[src/rtl/uc_seq_pkg.sv]
// Shared constants and types for the uc_seq micro-sequencer.
// Opcode classes, FSM state encoding and retired-instruction counter width.
package uc_seq_pkg;

   localparam int ICOUNT_W = 16;

   localparam logic [5:0] OP_HALT      = 6'b111111;
   localparam logic       OP_LI_PREFIX = 1'b1;
   localparam logic [1:0] OP_ALU       = 2'b00;
   localparam logic [1:0] OP_J         = 2'b01;
   localparam logic [1:0] OP_JZ        = 2'b10;
   localparam logic [1:0] OP_JNZ       = 2'b11;

   typedef enum logic [1:0] {
      ST_IDLE   = 2'b00,
      ST_RUN    = 2'b01,
      ST_STEP   = 2'b10,
      ST_HALTED = 2'b11
   } state_t;

   function automatic logic is_halt_op(input logic [5:0] op);
      return op == OP_HALT;
   endfunction

endpackage

[src/rtl/uc_seq_if.sv]
// Datapath-facing bundle of uc_seq: opcode/flag/debug controls in, control strobes out.
// master = datapath/debugger side, slave = sequencer side.
interface uc_seq_if;
   import uc_seq_pkg::*;

   logic [5:0]          Opcode;
   logic                zero;
   logic                run;
   logic                step_req;
   logic                resume;
   logic                pc_en;
   logic                s_inc;
   logic                s_inm;
   logic                we;
   logic                wez;
   logic [2:0]          AluOP;
   logic                step_ack;
   logic                halted;
   logic [ICOUNT_W-1:0] icount;

   modport master (
      output Opcode, zero, run, step_req, resume,
      input  pc_en, s_inc, s_inm, we, wez, AluOP, step_ack, halted, icount
   );

   modport slave (
      input  Opcode, zero, run, step_req, resume,
      output pc_en, s_inc, s_inm, we, wez, AluOP, step_ack, halted, icount
   );

endinterface

[src/rtl/uc_dec.sv]
// Pure combinational opcode decoder; zero-cycle latency, no flow control.
// Outputs are the raw executing-cycle controls; the caller gates them.
module uc_dec
   import uc_seq_pkg::*;
(
   input  logic [5:0] Opcode,
   input  logic       zero,
   output logic       s_inc,
   output logic       s_inm,
   output logic       we,
   output logic       wez,
   output logic [2:0] AluOP,
   output logic       is_halt
);

   always_comb begin
      s_inc   = 1'b1;
      s_inm   = 1'b0;
      we      = 1'b0;
      wez     = 1'b0;
      AluOP   = 3'b000;
      is_halt = 1'b0;
      if (is_halt_op(Opcode)) begin
         is_halt = 1'b1;
      end else if (Opcode[5] == OP_LI_PREFIX) begin
         s_inm = 1'b1;
         we    = 1'b1;
      end else begin
         unique case (Opcode[1:0])
            OP_ALU: begin
               we    = 1'b1;
               wez   = 1'b1;
               AluOP = Opcode[4:2];
            end
            OP_J:   s_inc = 1'b0;
            // zero comes straight from the datapath flag register
            OP_JZ:  s_inc = ~zero;
            OP_JNZ: s_inc = zero;
         endcase
      end
   end

endmodule

[src/rtl/uc_seq.sv]
// Run/step/halt micro-sequencer; controls combinational from state and opcode.
// One instruction per executing cycle; no backpressure, HALTED waits for resume.
module uc_seq
   import uc_seq_pkg::*;
(
   input  logic        clk,
   input  logic        reset,
   uc_seq_if.slave     bus
);

   state_t              state;
   state_t              state_nxt;
   logic                exec;
   logic [ICOUNT_W-1:0] icount_q;

   logic       dec_s_inc;
   logic       dec_s_inm;
   logic       dec_we;
   logic       dec_wez;
   logic [2:0] dec_alu_op;
   logic       dec_is_halt;

   uc_dec u_dec (
      .Opcode  (bus.Opcode),
      .zero    (bus.zero),
      .s_inc   (dec_s_inc),
      .s_inm   (dec_s_inm),
      .we      (dec_we),
      .wez     (dec_wez),
      .AluOP   (dec_alu_op),
      .is_halt (dec_is_halt)
   );

   assign exec = (state == ST_RUN) || (state == ST_STEP);

   always_ff @(posedge clk) begin
      if (reset) begin
         state <= ST_IDLE;
      end else begin
         state <= state_nxt;
      end
   end

   always_comb begin
      state_nxt = state;
      unique case (state)
         ST_IDLE: begin
            // run wins over a coincident step_req
            if (bus.run)           state_nxt = ST_RUN;
            else if (bus.step_req) state_nxt = ST_STEP;
         end
         ST_RUN: begin
            if (dec_is_halt)       state_nxt = ST_HALTED;
            else if (!bus.run)     state_nxt = ST_IDLE;
         end
         ST_STEP:   state_nxt = dec_is_halt ? ST_HALTED : ST_IDLE;
         ST_HALTED: if (bus.resume) state_nxt = ST_IDLE;
         default:   state_nxt = ST_IDLE;
      endcase
   end

   always_comb begin
      bus.pc_en    = 1'b0;
      bus.s_inc    = 1'b1;
      bus.s_inm    = 1'b0;
      bus.we       = 1'b0;
      bus.wez      = 1'b0;
      bus.AluOP    = 3'b000;
      if (exec) begin
         bus.pc_en = 1'b1;
         bus.s_inc = dec_s_inc;
         bus.s_inm = dec_s_inm;
         bus.we    = dec_we;
         bus.wez   = dec_wez;
         bus.AluOP = dec_alu_op;
      end
      bus.step_ack = (state == ST_STEP);
      bus.halted   = (state == ST_HALTED);
   end

   // Every executing cycle retires one instruction, HALT and untaken jumps included.
   always_ff @(posedge clk) begin
      if (reset) begin
         icount_q <= '0;
      end else if (exec) begin
         icount_q <= icount_q + {{(ICOUNT_W-1){1'b0}}, 1'b1};
      end
   end

   assign bus.icount = icount_q;

endmodule

[src/flat_wrapper.sv]
// flat-port wrapper written by rule: the top's interface ports become plain ports
module uc_seq_flat import uc_seq_pkg::*;
  (clk, reset, bus_Opcode, bus_zero, bus_run, bus_step_req, bus_resume, bus_pc_en, bus_s_inc, bus_s_inm, bus_we, bus_wez, bus_AluOP, bus_step_ack, bus_halted, bus_icount);
  uc_seq_if bus_i ();
  input  logic clk;
  input  logic reset;
  input wire logic [$bits(bus_i.Opcode)-1:0] bus_Opcode;
  input wire logic [$bits(bus_i.zero)-1:0] bus_zero;
  input wire logic [$bits(bus_i.run)-1:0] bus_run;
  input wire logic [$bits(bus_i.step_req)-1:0] bus_step_req;
  input wire logic [$bits(bus_i.resume)-1:0] bus_resume;
  output wire logic [$bits(bus_i.pc_en)-1:0] bus_pc_en;
  output wire logic [$bits(bus_i.s_inc)-1:0] bus_s_inc;
  output wire logic [$bits(bus_i.s_inm)-1:0] bus_s_inm;
  output wire logic [$bits(bus_i.we)-1:0] bus_we;
  output wire logic [$bits(bus_i.wez)-1:0] bus_wez;
  output wire logic [$bits(bus_i.AluOP)-1:0] bus_AluOP;
  output wire logic [$bits(bus_i.step_ack)-1:0] bus_step_ack;
  output wire logic [$bits(bus_i.halted)-1:0] bus_halted;
  output wire logic [$bits(bus_i.icount)-1:0] bus_icount;
  assign bus_i.Opcode = bus_Opcode;
  assign bus_i.zero = bus_zero;
  assign bus_i.run = bus_run;
  assign bus_i.step_req = bus_step_req;
  assign bus_i.resume = bus_resume;
  assign bus_pc_en = bus_i.pc_en;
  assign bus_s_inc = bus_i.s_inc;
  assign bus_s_inm = bus_i.s_inm;
  assign bus_we = bus_i.we;
  assign bus_wez = bus_i.wez;
  assign bus_AluOP = bus_i.AluOP;
  assign bus_step_ack = bus_i.step_ack;
  assign bus_halted = bus_i.halted;
  assign bus_icount = bus_i.icount;
  uc_seq u_core (.clk(clk), .reset(reset), .bus(bus_i));
endmodule
[config.mk]
export PLATFORM = sky130hd
export DESIGN_NAME = uc_seq_flat
export DESIGN_NICKNAME = d
export VERILOG_FILES = /design/src/rtl/uc_seq_pkg.sv /design/src/rtl/uc_seq_if.sv /design/src/rtl/uc_dec.sv /design/src/rtl/uc_seq.sv /design/src/flat_wrapper.sv
export SDC_FILE = /design/constraint.sdc
export NUM_CORES = 1
export LEC_CHECK = 0
export ABC_AREA = 0
export CAP_MARGIN = 20
export CORE_MARGIN = 3
export CORE_UTILIZATION = 40
export DETAILED_ROUTE_END_ITERATION = 8
export PLACE_DENSITY = 0.86
export SYNTH_ARGS = -nofsm -noshare
export SYNTH_HDL_FRONTEND = slang
export SYNTH_SLANG_ARGS = --single-unit
[constraint.sdc]
create_clock -name clk -period 2.5 [get_ports clk]
set_clock_uncertainty 0.2 [all_clocks]
set_input_delay 0.375 -clock clk [delete_from_list [all_inputs] [get_ports clk]]
set_output_delay 0.375 -clock clk [all_outputs]
set_load 0.02 [all_outputs]
**Yosys cells after proc, flatten, opt, wreduce, memory -nomap -nowiden**

Index checks and enable logic that the tools add are counted.

- Add/sub/neg operators: 1
- Equal/unequal tests: 10
- Muxes and demuxes: 27
- Bitwise logic cells: 1
- Reductions and logical operators: 4

Operator list:

| operator | count |
|---|---|
| $add A16 B1 Y16 const B | 1 |
| $mux W1 | 15 |
| $mux W2 | 6 |
| $mux W3 | 4 |
| $eq A2 B2 Y1 const B | 4 |
| $pmux W2 S4 | 1 |
| $eq A6 B6 Y1 const B | 1 |
| $eq A2 B1 Y1 const B | 2 |
| $logic_not A2 Y1 | 2 |
| $ne A3 B2 Y1 const B | 1 |
| $ne A3 B3 Y1 const B | 1 |
| $pmux W1 S3 | 1 |
| $reduce_and A3 Y1 | 1 |
| $ne A2 B2 Y1 const B | 1 |
| $logic_or A1 B1 Y1 | 1 |
| $not A1 Y1 | 1 |

- Register bits after elaboration: 18
- Output and inout port bits: 26
- Word-level logic and storage cells: 45

**Logic depth before layout (Yosys ltp)**

Gate-level depths: netlist of the first run.

- Word-level depth: 5
- Gate-level depth with buffers: 7
- Gate-level depth less buffers: 6

**Cells and area by module**

A second synthesis of the first run with hierarchy kept.

- Cell total of the unflattened synthesis: 125
- Area total of the unflattened synthesis: 1128.6 um^2

Modules (own cells, without submodules):

| module | instances | cells each | area an instance (um^2) | seq. area each (um^2) |
|---|---|---|---|---|
| uc_seq | 1 | 113 | 1037.2 | 360.3 |
| uc_dec | 1 | 12 | 91.3 | 0.0 |

**Worst setup path before layout of the first run**

No wires, ideal clock.

- Path type: reg-to-output
- Start: register u_core.state[0]
- End: output port bus_AluOP[0]
- Arrival: 2.278 ns
- Setup slack: -0.353 ns
- Cell stages (with the launch flop): 6
- Buffers on the path: 1
- Cell sequence: dfxtp_1 inv_1 ha_1 buf_4 nor4b_1 and2_1

- Cells in the longest elaborated chain, start to end: 3

RTL lines:

| what | RTL line | source |
|---|---|---|
| start: declaration | uc_seq.sv:11 | `state_t state;` |
| start signal: assignment | uc_seq.sv:40 | `state <= state_nxt;` |
| $eq A2 B1 Y1 or $eq A2 B2 Y1 (tied branches) | uc_seq.sv:34 | `assign exec = (state == ST_RUN) \|\| (state == ST_STEP);` |
| $logic_or A1 B1 Y1 (*) | uc_seq.sv:34 |  |
| $mux W3 (*) | uc_seq.sv:69 | `if (exec) begin` |
| end: declaration | flat_wrapper.sv:17 | `output wire logic [$bits(bus_i.AluOP)-1:0] bus_AluOP;` |

Mark *: on every way between the ends. The rest lies on a longest branch, timed or not.

**Final worst setup path of the first run**

- Start: register u_core.state[1]
- End: output port bus_wez

- Cells in the longest elaborated chain, start to end: 3

RTL lines:

| what | RTL line | source |
|---|---|---|
| $eq A2 B1 Y1 or $eq A2 B2 Y1 (tied branches) | uc_seq.sv:34 |  |
| $logic_or A1 B1 Y1 (*) | uc_seq.sv:34 |  |
| $mux W1 (*) | uc_seq.sv:69 |  |
| end: declaration | flat_wrapper.sv:16 | `output wire logic [$bits(bus_i.wez)-1:0] bus_wez;` |

Marked as above.

==> results of run 1 <==
## stage by stage
step / worst slack (ps) / hold slack, ps
2_1_floorplan: 20.8 / 323
5_1_grt: 29.2 / 337
3_5_place_dp: -153 / 300
3_3_place_gp: -103 / 271
6_report: 142 / 312
4_1_cts: 35.7 / 314
## timing repair
action                     in CTS  in global routing
resized for setup               9                 10
hold buffers                    0                  0
setup endpoints to repair       7                  7
setup buffers                   0                  1
## cells by family after synthesis
logic type                 synth area share (%)
xor gates and xnor gates                   9.89
buffers and inverters                      2.70
muxes                                      1.03
DFF                                        37.0
adders and majority gates                  7.70
AOI/OAI and AO/OA                          10.3
and+or+nand+nor                            31.5
## cells in the mapped netlist, drive strengths merged (3+ instances only)
master   n  area share, %
nand4    6            3.9
nor3     3            1.5
and2     4            2.6
nand3    4            2.6
nand2    9            3.5
xor2     3            2.7
ha       6            7.7
nor2    13            5.0
inv      3            1.2
nor4     3            1.9
or3      6            4.5
xnor2    8            7.2
dfxtp   18             37
o21ai    5            2.6
a21oi    8            4.1
## state kept, by name, indices dropped and copies added, names as in the netlist
| name | cells |
|---|---|
| u_core.bus.icount | 16 |
| u_core.state | 2 |
## worst max-delay path, delay by kind of cell (launching register included)
kind                     cells  cell delay [ps]
AND/OR/NAND/NOR              1              260
buffers and inverters        3              560
flip-flops                   1              370
adder cells (fa/ha/maj)      1              310
## power by group through the flow
stage	registers [mW]	logic (mW)	clock network, mW
2_1_floorplan	0.341	0.134	0
3_5_place_dp	0.331	0.258	0
4_1_cts	0.324	0.250	0.140
5_1_grt	0.330	0.273	0.156
6_report	0.326	0.246	0.137
3_3_place_gp	0.330	0.249	0
## area by class of cell
type	count	share of cell area, %
Clock buffer	3	1.57
Inverter	3	0.785
Multi-Input combinational cell	91	42.0
Sequential cell	18	25.2
Tap cell	28	2.44
Timing Repair Buffer	43	28.0
## routing by layer
metal	vias up	part of all wire [%]	global-route usage (%)
met5	-	0	0
met4	0	0.43	5.56
met3	2	10	5.14
met2	41	49	29.1
met1	463	40	18.2
li1	495	-	-
## final timing paths
| kind | depth (start not counted) | slack (ps) | endpoint |
|---|---|---|---|
| hold reg to reg | 2 | 310 | u_core.bus.icount[15] |
| hold / removal | 2 | 310 | u_core.bus.icount[15] |
| setup reg to reg | 7 | 200 | u_core.bus.icount[15] |
| setup / recovery | 5 | 140 | bus_wez |
==> metrics.md, run 1 <==
| Metric | Value |
|---|---|
| Worst Setup Start Kind | flip-flop |
| Shortest period the worst path allows | 2360 ps |
| Most common flop cell mapped by yosys | dfxtp_1 |
| Number of clock buffers inserted by TritonCTS | 3 |
| Maximum clock frequency | roughly 0.42 GHz |
| Reported max-cap violation count | 0 |
| Detailed Route Iter0 Violations | 21 |
| CP max FO | 4 |
| Number of primary I/O pins | 38 |
| Multi-input combinational cell area | 603 µm² |
| Final Max Slew Viols | 0 |
| Non-Filler Cell Area, Final | 1440 µm² |
| Total grt overflow | 0 |
| IO buf count | 37 |
| Pre-Repair DR Iteration Count | 4 |
| Clock transition at path regs | 90 ps |
| Cell-by-cell trace of the critical path | inv_1 -> ha_1 -> nor4b_4 -> buf_4 -> dlygate4sd2_1 |
| Reported leakage power | 0.544 nW |
| Final-layout setup total negative slack | 0 ps |
| Syn Inst Count | roughly 120 |
| Most used cells in the layout excluding fill and tap cells | 26 x clkdlybuf4s50_1, 17 x dfxtp_1, 13 x nor2_1 |
| Setup repair after global routing missed its margin | false |
| Overall global routing resource usage | 16.3% |
| Critical-path cell with the highest stage delay | dfxtp_2 |
| Fraction of power consumed by sequential logic | between 40 and 50% |
| Antenna violation net count after detailed routing | 0 |
| Total number of nets in the final design | 178 |
| Diode count | 0 |
| First-pass GRT wire length | 4.15 mm |
| Clock tree buffer depth | 2 |
| Core box area | 2250 µm² |
| Placer's final routability congestion estimate | 0.744 |
| Drt wl/cell | ~13 µm |
| Final hold viol count | 0 |
| Areal power density over the cells | 494 nW/µm² |
| Cell internal power dissipation | 0.480 mW |
| Via count | ~1k |
| Crit. End Element | output pin |
| CP max stage delay | 370 ps |
| Clock insertion delay at the later pin of the skew report | 290 ps |
| Synth Cell Area | 975 µm² |
| Post-synthesis sequential area ratio | 37.0% |
| Post-synthesis net count | 133 |
| Combinational share of power | 34.7% |
| Unique cell type count in the Yosys netlist | 32 |
| Worst slew margin relative to its limit | 56.6% |
| Number of antenna violations at the first check in global routing | 0 |
| Most frequent standard cell in the layout excluding fill and tap cells | clkdlybuf4s50_1 |
| Detailed Place HPWL | between 1.5 and 2 mm |
| Final setup violation count | 0 |
| Launch point of the worst reg-to-reg path | u_core.state[1] |
| H-tree depth | 1 |
| Avg Synthesized Cell Area | ~8.5 µm² |
| Maximum number of pins on one net before global-route repair | 19 |
| Reported net switching power | approximately 0.23 mW |
| Die extent in x | 55.4 µm |
| Number of placed instances with taps included | 182 |
| Starting density of the core | roughly 43% |
| Setup Crit Path Kind | reg -> out |
| Async set or reset register ratio after synthesis | 0% |
| Vias in the first global route | just under 1k |
| Worst min-delay path class | reg -> reg |
| Synthesized flop and latch total | 18 |
| Clock Sink Count | 18 |
| Root buffer cell | clkbuf_4 |
| Full die area | ~3000 µm² |
| Worst-Margin Slew | around 650 ps |
| Largest vdd supply drop | 0.000277 V |
| Finished Layout Cells | 186 |
| Area added between synthesis and finish | 47.2% |
| Total length of routed wires | 2.35 mm |
| # rows | 17 |
| Fraction of final layout cells sized beyond drive strength 1 | 10.8% |
| Post-synth EDFFs | 0 |
| Clock Power Share | 19.3% |
| Height of the chip | 55.4 µm |
| Launching element of the worst setup path | u_core.state[1] |
| Fraction of the core area covered by cells at the end of the flow | 63.7% |
| Area taken by flip-flops and latches | 362 µm² |
| Data arrival time of the worst path | 1780 ps |
| Proportion of total power due to net switching | 32.3% |
| Post-layout total power | 0.709 mW |
| Data required time of the critical path | between 1500 and 2000 ps |
| Placed cell areas | 1410 µm² |
| Final-layout fill cell count | 200 |
| Via-per-instance ratio | 5.38 |
| Result of the run | finished, final reports clean |
| Part of the cycle the worst path needs | 94.3% |
| Total number of yosys warnings | 0 |
| Clock tree from TritonCTS | yes |
| Drc violations | 0 |
| Hold Startpoint | u_core.bus.icount[15] |
No activity file was read; power rests on OpenSTA's default activity.
==> run 2, diff against run 1 <==
--- a/config.mk
+++ b/config.mk
@@ -7,10 +7,10 @@
 export LEC_CHECK = 0
 export ABC_AREA = 0
 export CAP_MARGIN = 20
-export CORE_MARGIN = 3
+export CORE_MARGIN = 2
 export CORE_UTILIZATION = 40
 export DETAILED_ROUTE_END_ITERATION = 8
-export PLACE_DENSITY = 0.86
+export PLACE_DENSITY_LB_ADDON = 0.15
 export SYNTH_ARGS = -nofsm -noshare
 export SYNTH_HDL_FRONTEND = slang
 export SYNTH_SLANG_ARGS = --single-unit
==> constraint.sdc (replaced) <==
create_clock -name clk -period 2.75 [get_ports clk]
set_clock_uncertainty 0.2 [all_clocks]
set_input_delay 0.4125 -clock clk [delete_from_list [all_inputs] [get_ports clk]]
set_output_delay 0.4125 -clock clk [all_outputs]
set_load 0.02 [all_outputs]
==> metrics.md, run 2 (synthesized netlist as in run 1, its figures left out) <==
| Metric | Value |
|---|---|
| Worst slack, placed | 35.0 ps |
| Detailed Route Iter0 Violations | 15 |
| Setup Crit Path Kind | reg -> out |
| Total length of routed wires | 2.21 mm |
| Launch point of the worst reg-to-reg path | u_core.state[1] |
| Core box area | 2250 µm² |
| Reported leakage power | 0.561 nW |
| Worst Setup Start Kind | flip-flop |
| Hold Startpoint | u_core.bus.icount[15] |
| Area added between synthesis and finish | 46.9% |
| Result of the run | finished, final reports clean |
| Detailed Place HPWL | around 1.7 mm |
| Proportion of total power due to net switching | 31.1% |
| Number of clock buffers inserted by TritonCTS | 3 |
| Worst slew margin relative to its limit | 57.6% |
| Placer's final routability congestion estimate | between 0.7 and 0.8 |
| Number of antenna violations at the first check in global routing | 0 |
| Worst-Margin Slew | around 630 ps |
| Data required time of the critical path | 2140 ps |
| Clock tree from TritonCTS | yes |
| Area taken by flip-flops and latches | 360 µm² |
| Worst min-delay path class | reg -> reg |
| Cell-by-cell trace of the critical path | inv_1 -> ha_1 -> buf_4 -> nand3b_1 -> clkdlybuf4s50_1 |
| Clock tree buffer depth | 2 |
| Bufs and invs on worst path | 3 |
| Clock Power Share | 23.6% |
| Starting density of the core | a little over two fifths |
| Setup repair after global routing missed its margin | false |
| Launching element of the worst setup path | u_core.state[0] |
| Maximum number of pins on one net before global-route repair | 19 |
| Reported net switching power | between 0.2 and 0.25 mW |
| Part of the cycle the worst path needs | approximately 95% |
| CP max stage delay | 610 ps |
| Number of setup buffers added after CTS | 0 |
| Clock insertion delay at the later pin of the skew report | approximately 290 ps |
| Most used cells in the layout excluding fill and tap cells | 31 x clkdlybuf4s50_1, 18 x dfxtp_1, 13 x nor2_1 |
| Root buffer cell | clkbuf_4 |
| Clock Sink Count | 18 |
| Shortest period the worst path allows | 2600 ps |
| Die extent in x | 53.4 µm |
| Antenna violation net count after detailed routing | 0 |
| Areal power density over the cells | 473 nW/µm² |
| Multi-input combinational cell area | 603 µm² |
| Cell internal power dissipation | 0.467 mW |
| Most frequent standard cell in the layout excluding fill and tap cells | clkdlybuf4s50_1 |
| Via count | 954 |
| IO buf count | 37 |
| Full die area | 2850 µm² |
| Total grt overflow | 0 |
| Overall global routing resource usage | roughly 18% |
| Combinational share of power | between 30% and 40% |
| Drc violations | 0 |
| Maximum clock frequency | 0.384 GHz |
| Fraction of final layout cells sized beyond drive strength 1 | ~5.8% |
| Reported max-cap violation count | 0 |
| Number of primary I/O pins | 38 |
| Max reg flops | 16 |
| Via-per-instance ratio | 5.24 |
| Fraction of power consumed by sequential logic | between 40 and 50% |
| Final hold viol count | 0 |
| Height of the chip | around 53 µm |
| Fraction of the core area covered by cells at the end of the flow | between 60% and 70% |
| Drt wl/cell | 12.1 µm |
| H-tree depth | 1 |
| # rows | 17 |
| Final setup violation count | 0 |
| Diode count | 0 |
| Final-layout fill cell count | 214 |
| Cell family contributing the most delay on the critical path | buffers and inverters |
| Final-layout setup total negative slack | 0 ps |
| Critical-path cell with the highest stage delay | clkdlybuf4s50_1 |
| First-pass GRT wire length | around 3.7 mm |
| Least setup slack across all paths after layout | approximately 150 ps |
| CP max FO | 11 |
| Largest vdd supply drop | 0.000353 V |
| Crit. End Element | output pin |
| Data arrival time of the worst path | 1990 ps |
| Final Max Slew Viols | 0 |
| Clock transition at path regs | 100 ps |
| Pre-Repair DR Iteration Count | 6 |
| Vias in the first global route | between 800 and 900 |
| Total number of nets in the final design | 173 |
-- run 2: path summary, 6_finish.rpt --
path                            slack (ps)               endpoint  cells after the start
worst max register to register         440  u_core.bus.icount[15]                      7
worst min register to register         290  u_core.bus.icount[15]                      2
worst min-delay path                   290  u_core.bus.icount[15]                      2
worst max-delay path                   150              bus_s_inc                      5
-- run 2: metal layers --
metal  GRT usage (%)  wire, µm  part of all wire (%)
met5               0         0                     0
met2            31.1      1090                    49
met3            4.24       169                   7.7
met1            20.2       930                    42
met4            7.69        17                  0.77
-- run 2: power by group through the flow --
stage	Clock, mW	Combinational [mW]	Sequential (mW)
final	0.160	0.220	0.297
after global routing	0.176	0.241	0.299
after CTS	0.167	0.223	0.297
after detailed placement	0	0.221	0.303
after global placement	0	0.217	0.302
after floorplan	0	0.121	0.310
-- run 2: timing repair --
action | CTS | global route
hold buffers | 0 | 0
endpoints found under the setup margin | 3 | 4
gates resized for setup | 3 | 4
-- run 2: metrics by stage --
stage                     hold slack (ps)  instances  cell area [µm²]  total power [mW]
after global placement                268        178             1380             0.519
final                                 293        182             1430             0.677
after global routing                  327        182             1430             0.716
after detailed placement              280        178             1380             0.523
after CTS                             295        182             1420             0.687
after floorplan                       323        115              981             0.432
-- run 2: worst reg2reg max path, cell delays in order (launching register included) --
cell and delay [ps]:
dfxtp_1 410, inv_1 110, ha_1 300, buf_4 180
nand3_2 130, or3_4 430, or3_1 350, a21oi_1 130
-- run 2: layout make-up --
type,count,area share (%)
multi-input combinational,91,42.1
timing repair buffer,38,26.9
sequential,18,25.2
clock buffer,4,2.53
tap,28,2.45
inverter,3,0.787
